--- config.mk ---
export PLATFORM = sky130hd
export DESIGN_NAME = uriscv_muldiv_issue
export DESIGN_NICKNAME = d
export VERILOG_FILES = /design/src/rtl/uriscv_muldiv_issue.sv
export SDC_FILE = /design/constraint.sdc
export NUM_CORES = 1
export LEC_CHECK = 0
export BUFFER_PORTS_ARGS = -buffer_cell sky130_fd_sc_hd__buf_2
export CORE_UTILIZATION = 28
export CTS_CLUSTER_DIAMETER = 120
export DETAILED_ROUTE_END_ITERATION = 7
export MAX_ROUTING_LAYER = met4
export PLACE_DENSITY = 0.53
export SYNTH_ARGS = -nofsm -noshare
export SYNTH_HDL_FRONTEND = slang
export SYNTH_SLANG_ARGS = --single-unit
--- constraint.sdc ---
create_clock -name clk_i -period 1.79 [get_ports clk_i]
set_input_delay 0.179 -clock clk_i [delete_from_list [all_inputs] [get_ports clk_i]]
set_output_delay 0.179 -clock clk_i [all_outputs]
set_load 0.05 [all_outputs]
--- src/rtl/uriscv_muldiv_issue.sv ---
// Initiator-side issue controller for the M-extension multiply/divide unit.
// Holds one op at a time, returns its result to the register file and exports its rd.
module uriscv_muldiv_issue #(
   parameter int unsigned TIMEOUT_CYCLES = 64,
   parameter int unsigned CNT_W          = 7
) (
   input  logic        clk_i,
   input  logic        rst_i,

   input  logic        op_valid_i,
   output logic        op_accept_o,
   input  logic [2:0]  op_func_i,
   input  logic [4:0]  op_rd_i,
   input  logic [31:0] op_ra_i,
   input  logic [31:0] op_rb_i,
   input  logic        flush_i,

   output logic        md_valid_o,
   output logic        md_inst_mul_o,
   output logic        md_inst_mulh_o,
   output logic        md_inst_mulhsu_o,
   output logic        md_inst_mulhu_o,
   output logic        md_inst_div_o,
   output logic        md_inst_divu_o,
   output logic        md_inst_rem_o,
   output logic        md_inst_remu_o,
   output logic [31:0] md_operand_ra_o,
   output logic [31:0] md_operand_rb_o,
   input  logic        md_stall_i,
   input  logic        md_ready_i,
   input  logic [31:0] md_result_i,

   output logic        wb_valid_o,
   output logic [4:0]  wb_rd_o,
   output logic [31:0] wb_value_o,
   input  logic        wb_accept_i,

   output logic        busy_o,
   output logic [4:0]  busy_rd_o,
   output logic        error_o
);

   typedef enum logic [1:0] {StIdle, StIssue, StWait, StWb} state_e;

   state_e           state_q, state_d;
   logic [2:0]       func_q, func_d;
   logic [4:0]       rd_q, rd_d;
   logic [31:0]      ra_q, ra_d;
   logic [31:0]      rb_q, rb_d;
   logic [31:0]      result_q, result_d;
   logic [CNT_W-1:0] cnt_q, cnt_d;
   logic             discard_q, discard_d;
   logic             take_op;
   logic             timeout;
   logic [7:0]       md_inst;

   assign take_op = op_valid_i & op_accept_o;
   // Counter is cleared on the accept edge, so it reads TIMEOUT_CYCLES-1 on the last WAIT cycle.
   assign timeout = (cnt_q == CNT_W'(TIMEOUT_CYCLES - 1));

   // State register
   always_ff @(posedge clk_i) begin
      if (rst_i) begin
         state_q <= StIdle;
      end else begin
         state_q <= state_d;
      end
   end

   always_ff @(posedge clk_i) begin
      if (rst_i) begin
         func_q    <= 3'd0;
         rd_q      <= 5'd0;
         ra_q      <= 32'd0;
         rb_q      <= 32'd0;
         result_q  <= 32'd0;
         cnt_q     <= '0;
         discard_q <= 1'b0;
      end else begin
         func_q    <= func_d;
         rd_q      <= rd_d;
         ra_q      <= ra_d;
         rb_q      <= rb_d;
         result_q  <= result_d;
         cnt_q     <= cnt_d;
         discard_q <= discard_d;
      end
   end

   // Next-state logic
   always_comb begin
      state_d = state_q;
      unique case (state_q)
         StIdle: begin
            if (take_op) state_d = StIssue;
         end
         StIssue: begin
            if (!md_stall_i) begin
               state_d = StWait;
            end else if (flush_i) begin
               state_d = StIdle;
            end
         end
         StWait: begin
            if (md_ready_i) begin
               state_d = (discard_q || flush_i || rd_q == 5'd0) ? StIdle : StWb;
            end else if (timeout) begin
               state_d = StIdle;
            end
         end
         StWb: begin
            if (wb_accept_i) begin
               state_d = take_op ? StIssue : StIdle;
            end else if (flush_i) begin
               state_d = StIdle;
            end
         end
         default: state_d = StIdle;
      endcase
   end

   // Op, result, watchdog and discard bookkeeping
   always_comb begin
      func_d    = func_q;
      rd_d      = rd_q;
      ra_d      = ra_q;
      rb_d      = rb_q;
      result_d  = result_q;
      cnt_d     = cnt_q;
      discard_d = discard_q;
      if (take_op) begin
         func_d    = op_func_i;
         rd_d      = op_rd_i;
         ra_d      = op_ra_i;
         rb_d      = op_rb_i;
         discard_d = 1'b0;
      end
      if (state_q == StIssue && !md_stall_i) begin
         cnt_d     = '0;
         discard_d = flush_i;
      end
      if (state_q == StWait) begin
         cnt_d = cnt_q + CNT_W'(1);
         if (flush_i) discard_d = 1'b1;
         if (md_ready_i) result_d = md_result_i;
      end
   end

   // Output logic
   always_comb begin
      op_accept_o = 1'b0;
      md_valid_o  = 1'b0;
      md_inst     = 8'd0;
      wb_valid_o  = 1'b0;
      wb_rd_o     = 5'd0;
      wb_value_o  = 32'd0;
      error_o     = 1'b0;
      unique case (state_q)
         StIdle: begin
            op_accept_o = !flush_i && !rst_i;
         end
         StIssue: begin
            md_valid_o = 1'b1;
            unique case (func_q)
               3'd0: md_inst = 8'b0000_0001;
               3'd1: md_inst = 8'b0000_0010;
               3'd2: md_inst = 8'b0000_0100;
               3'd3: md_inst = 8'b0000_1000;
               3'd4: md_inst = 8'b0001_0000;
               3'd5: md_inst = 8'b0010_0000;
               3'd6: md_inst = 8'b0100_0000;
               3'd7: md_inst = 8'b1000_0000;
               default: md_inst = 8'd0;
            endcase
         end
         StWait: begin
            error_o = timeout && !md_ready_i;
         end
         StWb: begin
            wb_valid_o  = 1'b1;
            wb_rd_o     = rd_q;
            wb_value_o  = result_q;
            op_accept_o = wb_accept_i && !flush_i && !rst_i;
         end
         default: ;
      endcase
      busy_o    = (state_q != StIdle) && !discard_q && (rd_q != 5'd0);
      busy_rd_o = busy_o ? rd_q : 5'd0;
   end

   assign md_inst_mul_o    = md_inst[0];
   assign md_inst_mulh_o   = md_inst[1];
   assign md_inst_mulhsu_o = md_inst[2];
   assign md_inst_mulhu_o  = md_inst[3];
   assign md_inst_div_o    = md_inst[4];
   assign md_inst_divu_o   = md_inst[5];
   assign md_inst_rem_o    = md_inst[6];
   assign md_inst_remu_o   = md_inst[7];
   assign md_operand_ra_o  = ra_q;
   assign md_operand_rb_o  = rb_q;

endmodule

==> results.py <==
metrics = {
    "placed_design": {
        "gp_congestion": 0.740,
        "portBuffers": 229,
        "hpwl_um": 9500,
        "pre_cts_ws_ns": -0.0242,
    },
    "finish": {
        "multi_input_area_sq_um": 2400,
        "num-fill-cells": 1527,
        "nNetsFinal": 1059,
        "seq_area_sq_um": 2450,
        "drive_above_1_share_pct": 39.9,
        "areaGrowthSynthToFinish_pct": 79.9,
    },
    "sta": {
        "fmax_mhz": 557,
        "setup_viol_count_final": 1,
        "finalMaxSlewViolations": 0,
        "worst_slew_pin_slew_ns": 0.533,
        "slew_headroom_pct": 64.5,
        "grt_setup_unrepaired": "true",
        "fin_worst_skew_ns": 0.00569,
        "timing.final.hold_violations": 0,
        "final.min_clock_period_ns": 1.80,
        "layout_setup_ws_ns": -0.00570,
        "whs_ns": 0.0137,
        "fin_crit_sh_pct": 100,
    },
    "clock_network": {
        "htree_levels": 4,
        "cts_tree": "yes",
        "clkTransAtPathRegs_ns": 0.06,
        "numCtsBuffers": 17,
        "root_buffer": "clkbuf_16",
        "cts_buffer_depth": 2,
        "cts_sinks": 122,
        "clkLatencyLatePin_ns": 0.42,
    },
    "drt": {
        "drt.antenna.violating_nets": 0,
        "avgRoutedWirePerCell_um": 13.7,
        "via_count": 5281,
        "wl_um": 16200,
        "drtPass1Iterations": 4,
        "route.detailed.drc": 0,
        "drt-initial-drc-count": 227,
        "viasPerCell": 4.49,
    },
    "die": {
        "core-area_sq_um": 16600,
        "initial_core_util_pct": 28.8,
        "boundaryPins": 230,
        "fp.dieArea_sq_um": 17600,
        "die_h_um": 133,
        "rows": 47,
        "die_x_um": 133,
    },
    "synth": {
        "ys_seq_elements": 122,
        "synth_edf_count": 0,
        "synth_top_area_share_pct": 51.0,
        "synth_cell_type_count": 45,
        "synth_ff_type": "dfxtp_1",
        "synthesis.nets": 718,
        "synthArstFlopShare_pct": 0,
        "synth_seq_area_share_pct": 51.0,
        "syn_area_sq_um": 4790,
        "synth.area.top_cells": "dfxtp_1, nand2_1, nand3_1",
        "synthCells": 602,
        "yosys_warnings": 0,
        "syn_avg_cell_area_sq_um": 7.95,
        "synth.largest_area_cell": "dfxtp_1",
    },
    "grt": {
        "grt_pass1_vias": 5095,
        "antenna_found_initial": 1,
        "grt_use_total_pct": 18.1,
        "gr-total-overflow": 0,
        "grt_max_degree": 51,
        "grt_pass1_wl_um": 24700,
    },
    "worst_setup_path": {
        "slowest_stage": "or4_4",
        "crit_path_end_kind": "output pin",
        "max_stage_delay_ns": 0.53,
        "cp.required_ns": 1.61,
        "cp_cell_sequence": "or4_4 -> o21a_1 -> buf_6",
        "cp.arrival_ns": 1.62,
        "path_class": "flop to output pin",
        "r2r_slack_ns": 0.01,
        "start_kind": "flop",
        "rr_worst_depth": 8,
        "reg2reg_to": "md_operand_ra_o[5]$_SDFFE_PP0N_",
        "crit_start": "rd_q[2]$_SDFFE_PP0N_",
        "timing.rr.start": "state_q[1]$_SDFFE_PP0P_",
        "critPathMaxFanout": 3,
        "cp_num_buf_inv": 1,
        "crit_family": "simple AND/OR/NAND/NOR gates",
    },
    "worst_hold_path": {
        "min_to": "result_q[12]$_SDFFE_PP0P_",
        "hp-class": "input pin to flop",
        "whs_path_depth": 3,
        "hold_start": "md_result_i[12]",
    },
    "power_and_ir_drop": {
        "p_leak_nw": 4.06,
        "vdd.ir_drop.worst_v": 0.000584,
        "p_per_area_nw_per_um2": 980,
    },
    "outcome": {
        "violations": "negative setup slack",
        "status": "complete, but fails checks",
    },
    "job": {
        "max_cap_viol_count": 0,
    },
}
## layer usage
layer  GRT usage, %  vias to the layer above  wire length [um]  share of wire (%)
met2           29.4                      201              7760                 48
met4           7.09                        0               233                1.4
met1           21.5                     2404              7140                 44
met5              -                        -                 0                  0
li1               -                     2659                 -                  -
met3           4.60                       17              1030                6.3
## synthesized netlist by cell type, types with 2 or more instances
| cell | n |
|---|---|
| nand3b_1 | 2 |
| nand2_1 | 207 |
| inv_2 | 2 |
| nand4_1 | 2 |
| nor3_1 | 5 |
| and2_1 | 51 |
| nand2b_1 | 6 |
| buf_4 | 2 |
| or3_1 | 3 |
| nand3_1 | 71 |
| and3_1 | 4 |
| ha_1 | 5 |
| dfxtp_1 | 122 |
| nor2_1 | 6 |
| buf_1 | 9 |
| nor2b_1 | 3 |
| clkbuf_1 | 24 |
| a21oi_1 | 41 |
| o211ai_1 | 2 |
| o21a_1 | 2 |
| inv_1 | 3 |
| o221ai_1 | 2 |
| o21ai_0 | 2 |
| buf_2 | 5 |
## metrics by stage
step / cells / total power, mW / TNS, ns / cell area, sq um / util [%]
floorplan: 602 / 4.24 / 0 / 4870 / -
global placement: 1037 / 4.79 / -0.0403 / 6380 / 38.4
detailed placement: 1037 / 4.79 / -0.0542 / 6380 / 38.4
CTS: 1167 / 8.39 / -0.0207 / 8300 / 49.9
global route: 1176 / 8.81 / -2.98 / 8610 / 51.8
finish: 1176 / 8.44 / -0.00570 / 8610 / 51.8
## power by group
| group | internal [mW] | switching (mW) | leakage, nW |
|---|---|---|---|
| logic | 0.792 | 1.31 | 2.79 |
| clock network | 1.99 | 1.32 | 0.273 |
| registers | 2.92 | 0.106 | 0.994 |
| total | 5.70 | 2.74 | 4.06 |
## registers in the layout, indices dropped and copies added (netlist names), named ones only
name,cells
md_operand_ra_o,32
rd_q,5
result_q,32
func_q,3
cnt_q,7
md_operand_rb_o,32
discard_q,1
state_q,2
## timing repair
action                     4_1_cts  5_1_grt
buffers inserted                 5        3
cloned                           1        5
hold buffers                    93        0
gates resized for setup        112       44
setup endpoints to repair       96      127
pin swaps                        6       14
hold endpoints to repair        93        0
## how the worst max path moves through the flow
stage,slack (ns),end,cells past startpoint
6_report,-0.006,busy_o,3
3_5_place_dp,-0.02,flop,7
5_1_grt,-0.06,busy_o,3
3_3_place_gp,-0.04,flop,7
4_1_cts,-0.02,busy_o,3
2_1_floorplan,0.01,discard_q$_SDFF_PP0_,7
## cell type report
cell class | instances | share of cell area, %
Antenna cell | 1 | 0.0290
Clock buffer | 19 | 5.26
Clock inverter | 12 | 1.34
Inverter | 5 | 0.218
Multi-Input combinational cell | 435 | 27.9
Sequential cell | 122 | 28.4
Tap cell | 220 | 3.20
Timing Repair Buffer | 362 | 33.6
## cells in the final DEF, fill, tap and decap left out, types with 3 or more instances in the layout
master         synthesis  layout
nand2_1              207     200
buf_2                  5     176
dfxtp_1              122     116
dlygate4sd3_1          0      93
nand3_1               71      70
buf_6                  0      53
a21oi_1               41      39
and2_2                 0      30
buf_4                  2      26
clkbuf_16              0      21
and2_1                51      19
nand2_2                1       8
dfxtp_2                0       6
buf_12                 0       6
nand2b_1               6       5
nor2_1                 6       5
inv_6                  0       5
inv_2                  2       4
ha_4                   0       4
or3_1                  3       3
clkinvlp_4             0       3
buf_8                  0       3
## logic make-up after synthesis
family / after synthesis / share of synthesized area, %
and+or+nand+nor: 370 / 36.1
muxes: 1 / 0.470
adders and majority gates: 5 / 1.31
AOI/OAI and AO/OA: 58 / 7.08
xor gates and xnor gates: 1 / 0.183
buffers and inverters: 45 / 3.81
DFF: 122 / 51.0
## worst reg2reg max path, cell delays in order, from the launching register on
cell,delay (ns)
dfxtp_2,0.33
inv_2,0.05
ha_4,0.25
or4b_4,0.52
nor2_4,0.12
buf_12,0.17
clkbuf_16,0.18
nand2_1,0.06
nand2_1,0.05
Note: power is estimated with default switching activity, not from simulation.
